[config.mk]
export PLATFORM = sky130hd
export DESIGN_NAME = pipe_hazard_scoreboard
export DESIGN_NICKNAME = d
export VERILOG_FILES = /design/src/rtl/pipe_hazard_scoreboard.sv
export SDC_FILE = /design/constraint.sdc
export NUM_CORES = 1
export LEC_CHECK = 0
export CORE_ASPECT_RATIO = 1.5
export CORE_MARGIN = 2
export CORE_UTILIZATION = 53
export CTS_BUF_LIST = sky130_fd_sc_hd__clkbuf_4
export CTS_CLUSTER_SIZE = 40
export DETAILED_ROUTE_END_ITERATION = 12
export PLACE_DENSITY = 0.78
export SYNTH_ARGS = -nofsm -noshare
export SYNTH_HDL_FRONTEND = slang
export SYNTH_SLANG_ARGS = --single-unit
[constraint.sdc]
create_clock -name clk -period 2.9 [get_ports clk]
set_input_delay 0.58 -clock clk [delete_from_list [all_inputs] [get_ports clk]]
set_output_delay 0.58 -clock clk [all_outputs]
set_load 0.05 [all_outputs]
[src/rtl/pipe_hazard_scoreboard.sv]
// pipe_hazard_scoreboard: per-register countdown scoreboard driving ID-stage stall and branch-flush controls.
//
// Ports:
//    clk, pc_reset                  pipeline clock; asynchronous active-high reset
//    issue_valid                    ID holds a real instruction
//    issue_rs/rt, issue_rs/rt_used  source registers and their read enables
//    issue_rd, issue_wr, issue_lat  destination, write enable, producer latency
//    branch_taken                   redirect resolved in EX this cycle
//    pc_write, if_id_write          PC / IF/ID load enables
//    controls_clear, if_id_flush    ID/EX bubble insert, IF/ID squash
//    busy_mask                      bit i set while register i has a pending result
//    stall_cycles, flush_cycles     saturating event counters (only with SCOREBOARD_STATS_EN)
//
// Optional feature macro: SCOREBOARD_STATS_EN
module pipe_hazard_scoreboard #(
   parameter int NUM_REGS     = 16,
   parameter int REG_ADDR_W   = 4,
   parameter int LAT_W        = 3,
   parameter int FLUSH_CYCLES = 2
) (
   input  logic                  clk,
   input  logic                  pc_reset,
   input  logic                  issue_valid,
   input  logic [REG_ADDR_W-1:0] issue_rs,
   input  logic [REG_ADDR_W-1:0] issue_rt,
   input  logic                  issue_rs_used,
   input  logic                  issue_rt_used,
   input  logic [REG_ADDR_W-1:0] issue_rd,
   input  logic                  issue_wr,
   input  logic [LAT_W-1:0]      issue_lat,
   input  logic                  branch_taken,
   output logic                  pc_write,
   output logic                  if_id_write,
   output logic                  controls_clear,
   output logic                  if_id_flush,
   output logic [NUM_REGS-1:0]   busy_mask
`ifdef SCOREBOARD_STATS_EN
   ,
   output logic [15:0]           stall_cycles,
   output logic [15:0]           flush_cycles
`endif
);
   logic [LAT_W-1:0] cnt [NUM_REGS];
   logic [3:0]       flush_cnt;
   logic             hit_rs, hit_rt, flushing, stall, accept;

   always_comb begin
      busy_mask = '0;
      for (int i = 0; i < NUM_REGS; i++) busy_mask[i] = cnt[i] != '0;
   end

   assign hit_rs   = issue_rs_used & (issue_rs != '0) & busy_mask[issue_rs];
   assign hit_rt   = issue_rt_used & (issue_rt != '0) & busy_mask[issue_rt];
   assign flushing = branch_taken | (flush_cnt != '0);
   // A flush squashes the ID instruction, so it must not also hold the PC.
   assign stall    = issue_valid & (hit_rs | hit_rt) & !flushing;
   assign accept   = issue_valid & !stall & !flushing;

   // Reset forces all enables/clears high so the pipeline comes up flushed.
   assign pc_write       = pc_reset | !stall;
   assign if_id_write    = pc_reset | !stall;
   assign controls_clear = pc_reset | stall | flushing;
   assign if_id_flush    = pc_reset | flushing;

   always_ff @(posedge clk or posedge pc_reset) begin
      if (pc_reset) begin
         for (int i = 0; i < NUM_REGS; i++) cnt[i] <= '0;
         flush_cnt <= '0;
      end else begin
         // cnt[0] is never set, so the zero register stays untracked.
         for (int i = 0; i < NUM_REGS; i++)
            cnt[i] <= (accept & issue_wr & (issue_rd != '0) & (issue_rd == REG_ADDR_W'(i))) ? issue_lat :
                      (cnt[i] != '0) ? cnt[i] - LAT_W'(1) : cnt[i];
         flush_cnt <= branch_taken ? 4'(FLUSH_CYCLES - 1) :
                      (flush_cnt != '0) ? flush_cnt - 4'd1 : flush_cnt;
      end
   end

`ifdef SCOREBOARD_STATS_EN
   always_ff @(posedge clk or posedge pc_reset) begin
      if (pc_reset) begin
         stall_cycles <= '0;
         flush_cycles <= '0;
      end else begin
         stall_cycles <= stall_cycles + 16'(stall & (stall_cycles != 16'hFFFF));
         flush_cycles <= flush_cycles + 16'(flushing & (flush_cycles != 16'hFFFF));
      end
   end
`endif
endmodule

Word-level counts from Yosys, hierarchy flattened:

Cells that the tools add are included.
W data, S select, Z words.

* output and inout bits: 20
* bits of input ports: 22
* register bits after elaboration: 52
* word-level logic and storage cells: 161

* add/subtract/negate cells: 17
* eq/ne operators: 15
* reductions and logical operators: 40
* bitwise gates (word level): 32
* magnitude comparators: 2
* multiplexer cells: 38

Operators with widths (number)
* $mux W3: 32
* $reduce_bool A3 Y1: 16
* $sub A3 B1 Y3 const B: 16
* $reduce_bool A2 Y1: 17
* $eq A4 B4 Y1 const B: 8
* $and A1 B1 Y1: 26
* $eq A4 B3 Y1 const B: 4
* $reduce_bool A4 Y1: 4
* $lt A4 B5 Y1 const B: 2
* $bmux W1 S4: 2
* $eq A4 B2 Y1 const B: 2
* $mux W4: 2
* $or A1 B1 Y1: 6
* $eq A4 B1 Y1 const B: 1
* $logic_not A4 Y1: 1
* $sub A4 B1 Y4 const B: 1
* $logic_not A1 Y1: 2
* $mux W1: 2

Logic depth before layout (Yosys ltp):

Gate-level depths: netlist (run 1).

* depth after elaboration: 14
* mapped depth: 12
* mapped depth without buffers: 8

Worst setup path after synthesis (run 1):

No wires, ideal clock.

* kind: register to output
* start point: reg cnt[15] in the netlist's numbering
* end point: out pc_write
* data arrival time: 3.082 ns
* setup slack: -0.762 ns
* stages on the path, launching flop included: 12
* path through: dfrtp_1 inv_1 ha_1 nand2b_1 clkbuf_1 mux2i_1 a2111oi_0 o31ai_4 buf_2 nand2_1 nand2_1 buf_4

* cells in the longest elaborated chain, start to end: 9

Ends and longest elaborated chain
* start, declared: RTL line 43 `logic [LAT_W-1:0] cnt [NUM_REGS];`
* start signal, assigned by index: RTL line 72 `cnt[i] <= (accept & issue_wr & (issue_rd != '0) & (issue_rd == REG_ADDR_W'(i))) ? issue_lat :`
* $reduce_bool A3 Y1 (*): RTL line 49 `for (int i = 0; i < NUM_REGS; i++) busy_mask[i] = cnt[i] != '0;`
* via busy_mask[10]: RTL line 36 `output logic [NUM_REGS-1:0] busy_mask`
* $bmux W1 S4 (on tied branches): RTL line 52, 53
* $mux W1 (on tied branches): RTL line 52, 53
* $and A1 B1 Y1 (on tied branches): RTL line 52, 53
* $or A1 B1 Y1 (*): RTL line 56 `assign stall = issue_valid & (hit_rs | hit_rt) & !flushing;`
* $and A1 B1 Y1 (*) (2 in a row): RTL line 56
* $logic_not A1 Y1 (*)
* $or A1 B1 Y1 (*)
* end, declared: RTL line 32 `output logic pc_write,`

The timed path passes the listed nets; every way through them passes the cells marked *. The select of a mux whose other input is x is not followed.

Final worst setup path (run 1):

* start point: in issue_rt[3]
* end point: out if_id_write

* cells in the longest elaborated chain, start to end: 8

Ends and longest elaborated chain
* start, declared: RTL line 25 `input logic [REG_ADDR_W-1:0] issue_rt,`
* $bmux W1 S4 or $reduce_bool A4 Y1 (tied branches): RTL line 53 `assign hit_rt = issue_rt_used & (issue_rt != '0) & busy_mask[issue_rt];`
* $mux W1 (not written as such) or $and A1 B1 Y1 (tied branches): RTL line 53
* $and A1 B1 Y1 (*): RTL line 53
* $or A1 B1 Y1 (*): RTL line 56
* $and A1 B1 Y1 (*) (2 in a row): RTL line 56
* $logic_not A1 Y1 (*): RTL line 61 `assign if_id_write = pc_reset | !stall;`
* $or A1 B1 Y1 (*): RTL line 61
* end, declared: RTL line 33 `output logic if_id_write,`

Every way passes the cells marked *; elsewhere a longest branch is shown, timed or not. The select of a mux whose other input is x is not followed.

==> flow_summary.yaml, run 1 <==
power:
  power_density_mw_per_mm2: 929
  irDropWorstVdd_mv: 0.554
  leakage_nw: 2.07
  power_w: 0.00440
clock_network:
  clock-root-buffer: "clkbuf_4"
  clk_pin_slew_ns: 0.14
  cts_tree: "yes"
  clock_latency_ns: 0.40
  clockBufferDepth: 2
  numCtsBuffers: 5
  h-tree-depth: 2
  clock-sinks: 52
  ctsHoldBuffers: 0
sta:
  finClkSkew_ns: 0.0138
  drv_slew: 0
  rsz0062_at_grt: "true"
  fin_crit_ns: 2.96
  period_share: 1.02
  maxSlewHeadroom: 0.550
  worstMarginPinSlew_ns: 0.673
  max_freq_ghz: 0.338
  fin_ws_ns: -0.0560
  setup_viol: 3
  setup_tns_ns: -0.129
  hold_viol: 0
worst_setup_path:
  rrSetupSlack_ns: 0.18
  crit_chain: "clkdlybuf4s50_1 -> o211ai_1 -> o32a_1 -> a311o_1 -> nand2_2 -> nand2_4 -> buf_12"
  critical_path_required_ns: 2.32
  crit_fanout: 4
  max_stage_delay_ns: 0.56
  start_kind: "input pin"
  cp.arrival_ns: 2.38
  end_kind: "output pin"
  path_class: "input pin to output pin"
  slowest_stage: "clkdlybuf4s50_1"
placed_design:
  place_area_mm2: 0.00445
  io_buffers: 41
  finalWeightedCongestion: 0.967
  dp_hpwl_um: 6310
detailed_routing:
  first_pass_iters: 7
  postRouteWirelength_um: 8340
  first_iter_violations: 188
  drcViolationCount: 0
  ant_nets: 0
  wl_per_cell_um: 15.7
  vias_per_cell: 5.56
  via_count: 2945
synthesis:
  yosys.area_share.adder: 0.108
  ys_seq_elements: 52
  ys_types: 43
  syn-instance-count: 394
  yosysTopAreaCellShare: 0.340
  syn_avg_cell_area_um2: 9.71
  synth_flop_cell: "dfrtp_1"
  synth_common_cells: "52 x dfrtp_1, 41 x inv_1, 37 x nor2_1, 33 x ha_1, 31 x mux2_2"
  syn_area_mm2: 0.00383
  synth_top_family_by_area: "multiplexers"
  syn_nets: 449
  synth_warnings: 0
  yosys.area_share.simple: 0.185
  synthArstFlopShare: 1.00
  synth_top_cell_by_area: "dfrtp_1"
  synth-edff-count: 0
  synthMostInstantiatedCell: "dfrtp_1"
  synth-seq-area-share: 0.340
  synth_compound_area_frac: 0.0706
  synth_area_leaders: "dfrtp_1 34%, ha_1 11%, mux2_2 9.1%"
  muxShareOfSynthArea: 0.190
  synth_xor_xnor_area_share: 0.0389
run_status:
  failed_checks: "setup timing"
  status: "finished, violations left"
global_routing:
  antenna_found_initial: 0
  grt_max_degree: 28
  grt_first_pass_wirelength_um: 14200
  overflow: 0
  grt_use_total: 0.233
  grt_pass1_vias: 2989
run:
  drv_cap: 0
hold_path:
  hold_path_class: "flip-flop to flip-flop"
floorplan:
  core_mm2: 0.00694
  start_util: 0.551
  std_cell_rows: 37
  die_area_mm2: 0.00793
  die_h_um: 108
  die_w_um: 73.4
  ios: 42
layout:
  fill_cells: 536
  design_area_mm2: 0.00474
  syn_to_final_growth_pct: 23.9
  nets: 506
  final_util: 0.683
  antennaDiodeCount: 0
  regArea_mm2: 0.00130
  drive_above_1_share: 0.292
  multi_input_comb_area_mm2: 0.00245
[cells in the final DEF, fill, tap and decap left out, types with 3 or more instances in the layout]
cell	netlist	layout
a21oi_1	23	19
a21oi_2	0	4
buf_12	0	3
buf_4	1	30
buf_6	1	3
clkbuf_4	0	5
clkdlybuf4s50_1	0	32
dfrtp_1	52	52
dlygate4sd2_1	0	4
ha_1	33	24
ha_2	0	7
inv_1	41	34
inv_2	0	7
mux2_1	30	30
mux2_2	31	31
mux2i_1	4	4
nand2_1	10	8
nand2b_1	25	13
nand2b_2	0	6
nand2b_4	0	6
nand3_1	15	15
nand3b_1	5	5
nor2_1	37	37
nor3_2	9	10
nor4_1	7	4
nor4_2	0	3
o311ai_1	1	3
or3b_4	0	4
xnor2_1	17	17
[state kept, by name, summed over array words and instances, names as in the netlist]
signal	count
cnt	48
flush_cnt	4
[worst max-delay path: cells and delay by family]
kind / cells / cell delay, ns
AO/OA/AOI/OAI: 3 / 0.90
buffers and inverters: 2 / 0.72
AND/OR/NAND/NOR: 2 / 0.18
[path summary, 6_finish.rpt]
| kind | from | to | cells after the start |
|---|---|---|---|
| worst max-delay path | issue_rt[3] | if_id_write | 7 |
| worst min-delay path | cnt[46] | cnt[46] | 2 |
| worst max register to register | flush_cnt[0] | cnt[38] | 8 |
| worst min register to register | cnt[46] | cnt[46] | 2 |
| max in group asynchronous | pc_reset | cnt[37] | 3 |
| min in group asynchronous | pc_reset | cnt[17] | 2 |
[power breakdown]
part / internal, W / total [W] / switching [W]
registers: 0.00109 / 0.00126 / 0.000176
logic: 0.00139 / 0.00281 / 0.00141
clock network: 0.0000936 / 0.000331 / 0.000237
total: 0.00258 / 0.00440 / 0.00183
[final cells by class]
class	instances	area share
flip-flops and latches	52	0.274
multi-input cells	278	0.516
well taps	78	0.0206
clock buffers	5	0.00792
clock inverters	3	0.00396
repair buffers	73	0.144
inverters	41	0.0325
[per-stage QoR]
stage / hold slack [ns] / setup WS [ns] / cells
2_1_floorplan: 0.495 / -0.0715 / 394
3_3_place_gp: 0.514 / -0.287 / 510
3_5_place_dp: 0.518 / -0.335 / 510
4_1_cts: 0.571 / -0.0351 / 529
5_1_grt: 0.601 / -0.151 / 530
6_report: 0.566 / -0.0560 / 530
[metal layers]
layer,wire length (um),track usage,vias up
li1,-,-,1464
met1,3360,0.272,1409
met2,4450,0.410,51
met3,229,0.0354,21
met4,295,0.108,0
met5,0,0,-
[kinds of logic after synthesis]
kind of cell | count (synthesis)
buf+inv | 64
compound gates | 40
simple gates | 123
fa+ha+maj | 33
flops | 52
xor+xnor | 17
mux | 65
[timing repair]
action	4_1_cts	5_1_grt
resized for setup	44	8
pin swaps	13	6
endpoints found under the setup margin	4	12
buffers inserted	11	1
(Power assumes the default switching activity.)
==> run 2: changes to the inputs <==
SETUP_SLACK_MARGIN = 0.05   (was default)
==> flow_summary.yaml, run 2 (synthesized netlist as in run 1, its figures left out) <==
detailed_routing:
  postRouteWirelength_um: 8350
  via_count: 2953
  vias_per_cell: 5.57
  ant_nets: 0
  wl_per_cell_um: 15.8
  drcViolationCount: 0
  first_pass_iters: 4
  first_iter_violations: 179
sta:
  hold_viol: 0
  period_share: 1.02
  maxSlewHeadroom: 0.550
  worstMarginPinSlew_ns: 0.672
  finClkSkew_ns: 0.0139
  setup_tns_ns: -0.123
  setup_viol: 3
  rsz0062_at_grt: "true"
  holdWs_ns: 0.566
  fin_ws_ns: -0.0525
  drv_slew: 0
  max_freq_ghz: 0.339
  fin_crit_ns: 2.95
power:
  leakage_nw: 2.08
  power_density_mw_per_mm2: 928
  p_switching_w: 0.00183
  intPower_w: 0.00258
  p_sw_frac: 0.415
  irDropWorstVdd_mv: 0.554
  pwr-share-comb: 0.638
  pwr-share-seq: 0.287
  clkPwrFrac: 0.075
global_routing:
  grt_max_degree: 28
  grt_first_pass_wirelength_um: 14200
  grt_pass1_vias: 2989
  grt_use_total: 0.233
  antenna_found_initial: 0
  overflow: 0
layout:
  antennaDiodeCount: 0
  fill_cells: 537
  multi_input_comb_area_mm2: 0.00245
  final_common_cell: "dfrtp_1"
  drive_above_1_share: 0.292
  mostFrequentLayoutCells: "52 x dfrtp_1, 37 x nor2_1, 34 x inv_1"
  nets: 506
  largest_reg_flops: 48
  top_regs: "cnt x48, flush_cnt x4"
  syn_to_final_growth_pct: 24.1
  regArea_mm2: 0.00130
  top_register: "cnt"
worst_setup_path:
  start_kind: "input pin"
  r2r-end: "cnt[38]"
  crit_chain: "clkdlybuf4s50_1 -> o211ai_1 -> o32a_1 -> a311o_1 -> nand2_2 -> nand2_4 -> buf_12"
  slowest_stage: "clkdlybuf4s50_1"
  rr_worst_depth: 8
  path_class: "input pin to output pin"
  rrSetupSlack_ns: 0.17
  cp.arrival_ns: 2.37
  critical_path_required_ns: 2.32
  end_kind: "output pin"
  crit_fanout: 4
  timing.rr.start: "flush_cnt[0]"
  max_stage_delay_ns: 0.56
hold_path:
  holdPathEnd: "cnt[46]"
  hold_path_class: "flip-flop to flip-flop"
  hold_start: "cnt[46]"
  hold_path_depth: 2
run:
  drv_cap: 0
floorplan:
  die_area_mm2: 0.00793
  std_cell_rows: 37
  ios: 42
  die_h_um: 108
  core_mm2: 0.00694
  die_w_um: 73.4
  start_util: 0.551
run_status:
  failed_checks: "setup timing"
  status: "finished, violations left"
clock_network:
  clockBufferDepth: 2
  cts_tree: "yes"
  h-tree-depth: 2
  clock_latency_ns: 0.40
  numCtsBuffers: 5
  clk_pin_slew_ns: 0.14
  clock-sinks: 52
  clock-root-buffer: "clkbuf_4"
placed_design:
  dp_hpwl_um: 6310
  io_buffers: 41
  finalWeightedCongestion: 0.967
## run 2: cell type report
type,instances,share of cell area
Clock buffer,5,0.00791
Clock inverter,3,0.00395
Inverter,41,0.0324
Multi-Input combinational cell,278,0.517
Sequential cell,52,0.274
Tap cell,78,0.0206
Timing Repair Buffer,73,0.144
## run 2: worst max-delay path: cells and delay by family
kind,cells,cell delay [ns]
AO/OA/AOI/OAI,3,0.90
buffers and inverters,2,0.71
AND/OR/NAND/NOR,2,0.18
## run 2: power by group through the flow
stage               logic [W]  registers, W  clock network, W
floorplan             0.00209       0.00123                 0
global placement      0.00248       0.00126                 0
detailed placement    0.00261       0.00128                 0
CTS                   0.00282       0.00127          0.000350
global route          0.00314       0.00131          0.000382
finish                0.00281       0.00126          0.000331
## run 2: worst max path at each step
stage,from,end,slack (ns),depth (start not counted)
5_1_grt,cnt[45],if_id_write,-0.15,9
2_1_floorplan,issue_rs[0],controls_clear,-0.07,7
6_report,issue_rt[3],if_id_write,-0.05,7
3_5_place_dp,issue_rt[0],cnt[24],-0.34,8
4_1_cts,cnt[46],pc_write,-0.04,9
3_3_place_gp,issue_rt[0],cnt[6],-0.29,8
## run 2: what timing repair did
action,CTS,global route
pin swaps,13,6
resized for setup,44,9
buffers inserted,11,1
hold buffers,0,0
hold endpoints to repair,0,0
cloned,0,0
setup endpoints to repair,6,13
## run 2: routing by layer
layer	part of all wire	wire length [um]	vias to the layer above	track usage
li1	-	-	1462	-
met2	0.53	4450	59	0.410
met1	0.40	3340	1411	0.272
met5	0	0	-	0
met4	0.035	295	0	0.108
met3	0.032	265	21	0.0354
## run 2: stage by stage
stage | utilization | setup slack [ns] | power, W | cells | instance area [um^2]
6_report | 0.684 | -0.0525 | 0.00441 | 530 | 4750
4_1_cts | 0.677 | -0.0351 | 0.00443 | 529 | 4700
5_1_grt | 0.684 | -0.151 | 0.00483 | 530 | 4750
2_1_floorplan | - | -0.0715 | 0.00332 | 394 | 3910
3_5_place_dp | 0.640 | -0.335 | 0.00388 | 510 | 4450
3_3_place_gp | 0.640 | -0.287 | 0.00374 | 510 | 4450
